### config.mk
export PLATFORM = sky130hd
export DESIGN_NAME = layer_generator_flat
export DESIGN_NICKNAME = d
export VERILOG_FILES = /design/src/rtl/layer_generator_if.sv /design/src/rtl/layer_generator.sv /design/src/flat_wrapper.sv
export SDC_FILE = /design/constraint.sdc
export NUM_CORES = 1
export LEC_CHECK = 0
export ABC_AREA = 0
export ABC_CLOCK_PERIOD_IN_PS = 3500
export BUFFER_PORTS_ARGS = -buffer_cell sky130_fd_sc_hd__buf_2
export CAP_MARGIN = 20
export CORE_MARGIN = 2
export CORE_UTILIZATION = 45
export DETAILED_ROUTE_END_ITERATION = 6
export SETUP_SLACK_MARGIN = 0.15
export SKIP_LAST_GASP = 1
export SYNTH_ARGS = -nofsm -noshare
export SYNTH_HDL_FRONTEND = slang
export SYNTH_SLANG_ARGS = --single-unit
### constraint.sdc
create_clock -name clk -period 3.5 [get_ports clk]
set_input_delay 0.7 -clock clk [delete_from_list [all_inputs] [get_ports clk]]
set_output_delay 0.7 -clock clk [all_outputs]
set_load 0.01 [all_outputs]
### src/rtl/layer_generator_if.sv
// Handshake bundle between the jump controller (master) and the layer generator (slave).
interface layer_generator_if;
  logic        one_ms_tick;
  logic        game_active;
  logic        jump_req;
  logic        scroll_start;
  logic [0:6]  layer_map;
  logic [0:6]  block_type;
  logic        busy;
  logic [15:0] layers_done;

  modport master (
    output one_ms_tick, game_active, jump_req,
    input  scroll_start, layer_map, block_type, busy, layers_done
  );

  modport slave (
    input  one_ms_tick, game_active, jump_req,
    output scroll_start, layer_map, block_type, busy, layers_done
  );
endinterface

### src/rtl/layer_generator.sv
// Builds a reachable 7-column top layer from a free-running LFSR on each jump,
// then issues the scroll start and holds the map stable for the whole scroll.
module layer_generator #(
  parameter logic [15:0] SEED       = 16'hACE1,
  parameter logic [0:6]  INIT_MAP   = 7'b0001000,
  parameter int          MIN_BLOCKS = 2,
  parameter int          MAX_TRIES  = 8,
  parameter int          SCROLL_MS  = 150
) (
  input logic              clk,
  input logic              rst,
  layer_generator_if.slave bus
);

  // An all-zero seed would lock the LFSR, so it is replaced by the default.
  localparam logic [15:0] SEED_EFF = (SEED == 16'h0000) ? 16'hACE1 : SEED;
  localparam int TW = (MAX_TRIES > 1) ? $clog2(MAX_TRIES) : 1;
  localparam int CW = (SCROLL_MS > 1) ? $clog2(SCROLL_MS) : 1;

  typedef enum logic [2:0] {
    IDLE  = 3'd0,
    GEN   = 3'd1,
    ISSUE = 3'd2,
    WAIT  = 3'd3,
    DONE  = 3'd4
  } state_t;

  state_t        state;
  logic [15:0]   lfsr;
  logic          lfsr_fb;
  logic [TW-1:0] try_cnt;
  logic [CW-1:0] tick_cnt;
  logic [0:6]    prev;
  logic [0:6]    cand;
  logic [0:6]    ctype;
  logic [0:6]    reach;
  logic [2:0]    pop;
  logic          valid;

  logic          scroll_start;
  logic [0:6]    layer_map;
  logic [0:6]    block_type;
  logic          busy;
  logic [15:0]   layers_done;

  // x^16+x^14+x^13+x^11+1 in right-shifting Fibonacci form.
  assign lfsr_fb = lfsr[0] ^ lfsr[2] ^ lfsr[3] ^ lfsr[5];

  always_comb begin
    cand  = '0;
    ctype = '0;
    pop   = '0;
    for (int i = 0; i < 7; i++) begin
      cand[i]  = lfsr[i];
      ctype[i] = lfsr[7+i] & lfsr[i];
      pop      = pop + 3'(lfsr[i]);
    end
  end

  // Columns reachable from the previous layer: same column or one step sideways.
  assign reach = prev | (prev >> 1) | (prev << 1);
  assign valid = (int'(pop) >= MIN_BLOCKS) && ((cand & reach) != 7'b0);

  always_ff @(posedge clk) begin
    if (rst) begin
      state        <= IDLE;
      lfsr         <= SEED_EFF;
      try_cnt      <= '0;
      tick_cnt     <= '0;
      prev         <= INIT_MAP;
      layer_map    <= INIT_MAP;
      block_type   <= '0;
      scroll_start <= 1'b0;
      busy         <= 1'b0;
      layers_done  <= '0;
    end else begin
      lfsr         <= {lfsr_fb, lfsr[15:1]};
      scroll_start <= 1'b0;
      case (state)
        IDLE: begin
          if (bus.jump_req && bus.game_active) begin
            state   <= GEN;
            try_cnt <= '0;
            busy    <= 1'b1;
          end
        end
        GEN: begin
          if (valid) begin
            layer_map    <= cand;
            block_type   <= ctype;
            scroll_start <= 1'b1;
            state        <= ISSUE;
          end else if (try_cnt == TW'(MAX_TRIES - 1)) begin
            layer_map    <= prev;
            block_type   <= '0;
            scroll_start <= 1'b1;
            state        <= ISSUE;
          end else begin
            try_cnt <= try_cnt + 1'b1;
          end
        end
        ISSUE: begin
          prev     <= layer_map;
          tick_cnt <= '0;
          state    <= WAIT;
        end
        WAIT: begin
          // Leaves on the same tick that ends the scroll stages' scrolling state.
          if (bus.one_ms_tick) begin
            if (tick_cnt == CW'(SCROLL_MS - 1)) begin
              state <= DONE;
              busy  <= 1'b0;
            end else begin
              tick_cnt <= tick_cnt + 1'b1;
            end
          end
        end
        DONE: begin
          if (layers_done != 16'hFFFF) begin
            layers_done <= layers_done + 16'd1;
          end
          state <= IDLE;
        end
        default: begin
          state <= IDLE;
          busy  <= 1'b0;
        end
      endcase
    end
  end

  assign bus.scroll_start = scroll_start;
  assign bus.layer_map    = layer_map;
  assign bus.block_type   = block_type;
  assign bus.busy         = busy;
  assign bus.layers_done  = layers_done;

endmodule

### src/flat_wrapper.sv
// flat-port wrapper written by rule: the top's interface ports become plain ports
module layer_generator_flat 
#(
  parameter logic [15:0] SEED       = 16'hACE1,
  parameter logic [0:6]  INIT_MAP   = 7'b0001000,
  parameter int          MIN_BLOCKS = 2,
  parameter int          MAX_TRIES  = 8,
  parameter int          SCROLL_MS  = 150
)
  (clk, rst, bus_one_ms_tick, bus_game_active, bus_jump_req, bus_scroll_start, bus_layer_map, bus_block_type, bus_busy, bus_layers_done);
  layer_generator_if bus_i ();
  input logic clk;
  input logic rst;
  input wire logic [$bits(bus_i.one_ms_tick)-1:0] bus_one_ms_tick;
  input wire logic [$bits(bus_i.game_active)-1:0] bus_game_active;
  input wire logic [$bits(bus_i.jump_req)-1:0] bus_jump_req;
  output wire logic [$bits(bus_i.scroll_start)-1:0] bus_scroll_start;
  output wire logic [$bits(bus_i.layer_map)-1:0] bus_layer_map;
  output wire logic [$bits(bus_i.block_type)-1:0] bus_block_type;
  output wire logic [$bits(bus_i.busy)-1:0] bus_busy;
  output wire logic [$bits(bus_i.layers_done)-1:0] bus_layers_done;
  assign bus_i.one_ms_tick = bus_one_ms_tick;
  assign bus_i.game_active = bus_game_active;
  assign bus_i.jump_req = bus_jump_req;
  assign bus_scroll_start = bus_i.scroll_start;
  assign bus_layer_map = bus_i.layer_map;
  assign bus_block_type = bus_i.block_type;
  assign bus_busy = bus_i.busy;
  assign bus_layers_done = bus_i.layers_done;
  layer_generator #(.SEED(SEED), .INIT_MAP(INIT_MAP), .MIN_BLOCKS(MIN_BLOCKS), .MAX_TRIES(MAX_TRIES), .SCROLL_MS(SCROLL_MS)) u_core (.clk(clk), .rst(rst), .bus(bus_i));
endmodule
==> out/metrics.csv, run 1 <==
metric;value;unit
syn_nets;370;
vias in the first global route;2400;
CP Data Required Time;3.77;ns
cell count after synthesis;355;
Leak;0.001354;uW
maximum vdd ir drop;162.7;uV
Post-synth EDFFs;0;
die span in x;87.23;um
ys flop type;dfxtp_1;
Final Hold Vio Count;0;
Total Routing Usage GR;0.1843;
CP Launch Type;flip-flop;
# rows;30;
FILL cells;661;
#FFs+latches synth;69;
FMAX;314.3;MHz
Yosys warning count;0;
initial drt markers;108;
worst skew pair latency;0.35;ns
DP Wirelength;4580;um
final core utilization;0.5291;
final worst path period need;3.182;ns
Synth async-reset ratio;0;
initial antenna violation count;0;
crit-path max FO;9;
Initial Utilization;0.4613;
Slew headroom;0.3920;
top post-synthesis cells by area;dfxtp_1, xnor2_1, nand2_1, nor2_1, a21oi_1;
average wire per standard cell;13.88;um
DRC;0;
design area;3575;um2
total power;1704;uW
CTS Buffer Depth;2;
htree depth;3;
CTS Buf Count;9;
critical path class;reg2reg;
Detailed Routing Iterations Pass 1;4;
Pins Over Slew Limit;0;
hold crit path type;reg2reg;
hold endpoint;u_core.lfsr[13];
Clock power frac;0.351;
number of diodes;0;
Hold Startpoint;u_core.lfsr[14];
Tcrit/Tclk final;0.9091;
CTS tree;yes;
global-route wire length before repair;11030;um
CTS root buf;clkbuf_8;
FF-to-FF path depth;12;
GP Congestion;0.7979;
Setup violations, final;0;
via count;2569;
Slew @ Worst Pin;0.9070;ns
die area;7608;um2
most numerous cell in the Yosys netlist;dfxtp_1;
Clock Skew;0.01412;ns
Post-synth top cells;dfxtp_1, nand2_1, nor2_1;
Max Cap Violations;0;
R2R Path Start;u_core.lfsr[0];
register area share after synthesis;0.4432;
vias per std cell;5.386;
nets;407;
NetSw;490.5;uW
synthesized area per cell;8.780;um2
switching share of power;0.2878;
FF+latch area;1384;um2
sequential power share;0.505;
clk sinks;69;
crit end category;flip-flop;
layout cells sized above 1;0.1914;
post-synthesis cell type count;49;
Logic pwr share;0.143;
pin count of the biggest net entering global routing;43;
Worst R2R End;u_core.bus.layer_map[3];
Final Hold Slack;0.4124;ns
RSZ-0062 raised after global routing;no;
Yosys top cell by area;dfxtp_1;
Int Pwr;1214;uW
Ports;37;
Antenna Violating Nets Remaining;0;
total wire length;6621;um
WP data arrival;3.45;ns
outcome;finished, final reports clean;
Mapped Area;3117;um2
I/O Buffers;36;
reg2reg setup slack;0.32;ns
Fin Setup TNS;0;ns
hold_buf cts;0;
worst hold path depth;1;
Overflow after GRT;0;
area of the core;6756;um2
top-area cell type share of the netlist area;0.4432;
Die H;87.23;um
footprint of the multi-input gates;1620;um2
area of placed instances;3352;um2
Clock Pin Slew Worst Setup and Hold Paths;0.07;ns
Pwr Density;476.7;nW/um2
Area growth syn-to-layout;14.69;%
[per-stage QoR]
step / setup WS, ns / instances
6_report: 0.3180 / 477
5_1_grt: 0.1543 / 477
4_1_cts: 0.1774 / 476
3_5_place_dp: 0.1987 / 459
3_3_place_gp: 0.2663 / 459
2_1_floorplan: 0.4151 / 355
[worst max-delay path by stage]
| stage | startpoint | to | slack, ns | cells after the start |
|---|---|---|---|---|
| 6_report | u_core.lfsr[0] | u_core.bus.layer_map[3] | 0.32 | 12 |
| 5_1_grt | u_core.lfsr[0] | u_core.bus.layer_map[5] | 0.15 | 11 |
| 4_1_cts | u_core.lfsr[0] | u_core.bus.layer_map[3] | 0.18 | 12 |
| 3_5_place_dp | u_core.lfsr[0] | u_core.bus.layer_map[2] | 0.20 | 11 |
| 3_3_place_gp | u_core.lfsr[1] | u_core.bus.layer_map[5] | 0.27 | 11 |
| 2_1_floorplan | u_core.lfsr[0] | u_core.bus.layer_map[1] | 0.42 | 12 |
[layer usage]
metal,GRT usage,vias up,routed length (um)
li1,-,1320,-
met1,0.2374,1193,3219
met2,0.2949,52,3080
met3,0.05118,4,269
met4,0.06853,0,52
met5,0,-,0
[power groups by stage]
stage	Combinational, uW	Sequential [uW]	Clock [uW]
after global routing	274	867	648
after detailed placement	227	879	0
after floorplan	177	866	0
after global placement	226	879	0
final	244	861	599
after CTS	231	861	615
[worst max-delay path, cell delays in order (launching register included)]
cell	delay (ns)
dfxtp_2	0.35
ha_1	0.29
inv_1	0.05
fa_1	0.49
fa_1	0.40
nand2b_1	0.18
fa_2	0.41
xor2_2	0.19
nand3b_1	0.16
o311ai_4	0.14
buf_6	0.20
nor2_2	0.04
a32oi_1	0.20
[repair_timing]
item,4_1_cts,5_1_grt
endpoints found under the setup margin,1,17
gates resized for setup,0,7
setup buffers,1,1
pin swaps,0,1
[area by class of cell]
class	instances	share of cell area
clock buffers	11	0.04235
inverters	14	0.01470
multi-input cells	256	0.4533
repair buffers	42	0.06510
clock inverters	5	0.009450
well taps	80	0.02800
flip-flops and latches	69	0.3871
[cell usage in the layout, fill, tap and decap left out, types with 2 or more instances in the layout]
cell type and n:
nor4_1 7, o21a_1 2, o21ai_0 4, clkbuf_8 11
nor3_1 16, clkinv_2 2, nand2b_1 2, nand3_1 5
and3_1 2, mux2i_1 3, o22ai_1 2, dfxtp_2 2
a2111oi_0 5, nand4_1 14, nand3b_1 3, o31ai_1 3
fa_1 2, inv_1 14, or2_2 6, a21oi_1 26
a211oi_1 12, xor2_1 2, dfxtp_1 67, xnor2_1 20
and2_1 2, buf_2 36, buf_6 2, buf_4 4
clkinvlp_4 2, nor2_1 37, nand2_1 39, ha_1 7
nor2b_1 13
[kinds of logic after synthesis]
family | Yosys count | synth area share
and+or+nand+nor | 159 | 0.2589
DFF | 69 | 0.4432
AOI/OAI and AO/OA | 60 | 0.1317
buffers and inverters | 30 | 0.04095
xor gates and xnor gates | 23 | 0.06463
adders and majority gates | 10 | 0.04737
muxes | 4 | 0.01325
[sequential cells by signal, indices dropped and copies added (netlist names)]
| signal | flops |
|---|---|
| u_core.bus.layers_done | 16 |
| u_core.lfsr | 16 |
| u_core.tick_cnt | 8 |
| u_core.bus.block_type | 7 |
| u_core.bus.layer_map | 7 |
| u_core.prev | 7 |
| u_core.state | 3 |
| u_core.try_cnt | 3 |
| u_core.bus.busy | 1 |
| u_core.bus.scroll_start | 1 |
No activity file was read; power rests on OpenSTA's default activity.
==> run 2: changes to the inputs <==
ABC_AREA = 1   (was 0)
CORE_MARGIN = not set   (was 2)
CTS_CLUSTER_DIAMETER = 100   (was not set)
==> run 2 against run 1 <==
Register-to-register slack lost 0.02 ns. Routed wire length grew 9.0%. Non-clock buffer count down 1. Area after synthesis rose by 4.0%. Clock power grew 30%. Maximum frequency down 0.56%. Die area shrank 0.84%.
==> out/metrics.csv, run 2 <==
metric;value;unit
Pwr Density;639.9;nW/um2
biggest regs;u_core.bus.layers_done: 16 flops, u_core.lfsr: 16 flops, u_core.tick_cnt: 8 flops;
Post-synth EDFFs;0;
area of the core;6869;um2
total wire length;7217;um
nets;507;
FILL cells;670;
vias per std cell;4.907;
final core utilization;0.5552;
synthesized area per cell;7.169;um2
CTS root buf;clkbuf_8;
top-area cell type share of the netlist area;0.4263;
worst slack, placed;0.1330;ns
Detailed Routing Iterations Pass 1;5;
Final Hold Vio Count;0;
Clock Pin Slew Worst Setup and Hold Paths;0.08;ns
average wire per standard cell;12.19;um
commonest non-fill, non-tap cells in the layout;nand2_1, dfxtp_1, nor2_1;
global-route wire length before repair;11900;um
Post-synth top cells;nand2_1, dfxtp_1, nor2_1;
Yosys warning count;0;
cell count after synthesis;452;
CP Launch Type;flip-flop;
hold_buf cts;0;
pin count of the biggest net entering global routing;29;
CP Data Required Time;3.73;ns
Crit. Startpoint;u_core.lfsr[0];
#FFs+latches synth;69;
Setup violations, final;0;
Max Cap Violations;0;
outcome;finished, final reports clean;
wl on met1;3450;um
initial drt markers;206;
initial antenna violation count;0;
Tcrit/Tclk final;0.9143;
Overflow after GRT;0;
Mapped Area;3241;um2
vias in the first global route;2622;
most numerous cell in the Yosys netlist;nand2_1;
die area;7545;um2
worst skew pair latency;0.34;ns
most common cell after layout, fill and taps aside;nand2_1;
Clock Skew;0.01062;ns
crit end category;flip-flop;
hold crit path type;reg2reg;
layout cells sized above 1;0.1552;
die span in x;86.86;um
Met2 Wirelength;3406;um
Slew headroom;0.6020;
CTS Buf Count;9;
I/O Buffers;36;
RSZ-0062 raised after global routing;no;
post-synthesis cell type count;35;
Leak;0.001706;uW
GP Congestion;0.8964;
Fin Setup TNS;0;ns
clk sinks;69;
FMAX;312.5;MHz
Pins Over Slew Limit;0;
total length of routed met3 wires;272;um
Total Routing Usage GR;0.2021;
final worst path period need;3.200;ns
R2R Path Start;u_core.lfsr[0];
top post-synthesis cells by area;dfxtp_1, nand2_1, nor2_1, inv_1, nand3_1;
# rows;30;
critical path class;reg2reg;
WP data arrival;3.43;ns
footprint of the multi-input gates;1615;um2
total power;2440;uW
maximum vdd ir drop;312.1;uV
number of diodes;0;
Top Metal Used;met4;
Die H;86.86;um
register area share after synthesis;0.4263;
via count;2905;
Antenna Violating Nets Remaining;0;
Setup WS post-layout;0.3001;ns
Ports;37;
CTS tree;yes;
DRC;0;
ys flop type;dfxtp_1;
DP Wirelength;5108;um
htree depth;3;
Synth async-reset ratio;0;
Area growth syn-to-layout;17.68;%
syn_nets;467;
Hold Startpoint;u_core.lfsr[15];
CTS Buffer Depth;2;
Yosys top cell by area;dfxtp_1;
crit-path max FO;21;
FF+latch area;1383;um2
Initial Utilization;0.4718;
Slew @ Worst Pin;0.5963;ns
[run 2: changes by cell type after synthesis, sizes merged, moves of 18 or more]
cell / before / now
inv: 14 / 57
nand3: 5 / 30
o21ai: 5 / 31
xnor2: 20 / 2
nor2: 38 / 62
nand2: 40 / 109
[run 2: logic make-up after synthesis]
logic type,count (synthesis),share of synthesized area
fa+ha+maj,10,0.04556
simple gates,230,0.3073
flops,69,0.4263
compound gates,61,0.1023
buf+inv,70,0.08610
xor+xnor,12,0.03243
[run 2: path summary, 6_finish.rpt]
path	end	slack [ns]	depth (start not counted)
min	u_core.lfsr[14]	0.41	2
min reg2reg	u_core.lfsr[14]	0.41	2
max	u_core.bus.layer_map[2]	0.30	14
max reg2reg	u_core.bus.layer_map[2]	0.30	14
[run 2: metal layers]
layer / vias to the layer above / track usage
li1: 1518 / -
met1: 1320 / 0.2640
met2: 59 / 0.3286
met3: 8 / 0.04834
met4: 0 / 0.06667
met5: - / 0
[run 2: worst max-delay path, stage by stage (launching register included)]
cell	delay, ns
dfxtp_2	0.34
ha_1	0.27
inv_1	0.05
fa_1	0.56
fa_1	0.42
or2_4	0.24
fa_2	0.35
or2_4	0.24
nand3_4	0.08
nand2_2	0.07
buf_12	0.15
nand2_1	0.05
o21ai_0	0.08
nor2_1	0.12
nor2_1	0.06
[run 2: final cells by class]
cell class / instances / area share
Sequential cell: 69 / 0.3625
Inverter: 58 / 0.05906
Clock inverter: 6 / 0.02953
Clock buffer: 9 / 0.03248
Tap cell: 96 / 0.03150
Timing Repair Buffer: 41 / 0.06135
Multi-Input combinational cell: 313 / 0.4236
[run 2: metrics by stage]
| step | hold WS, ns | cell area, um2 | cells |
|---|---|---|---|
| after floorplan | 0.3883 | 3241 | 452 |
| after global placement | 0.3978 | 3525 | 576 |
| after detailed placement | 0.3983 | 3525 | 576 |
| after CTS | 0.4051 | 3774 | 591 |
| after global routing | 0.4235 | 3814 | 592 |
| final | 0.4055 | 3814 | 592 |
[run 2: where the power goes]
part / switching, uW / internal [uW] / total [uW]
Clock: 309 / 471 / 780
Sequential: 84.9 / 886 / 971
Combinational: 439 / 251 / 690
[run 2: timing repair]
item | 4_1_cts | 5_1_grt
resized for setup | 3 | 10
setup endpoints to repair | 10 | 19
pin swaps | 1 | 9
buffers inserted | 0 | 1
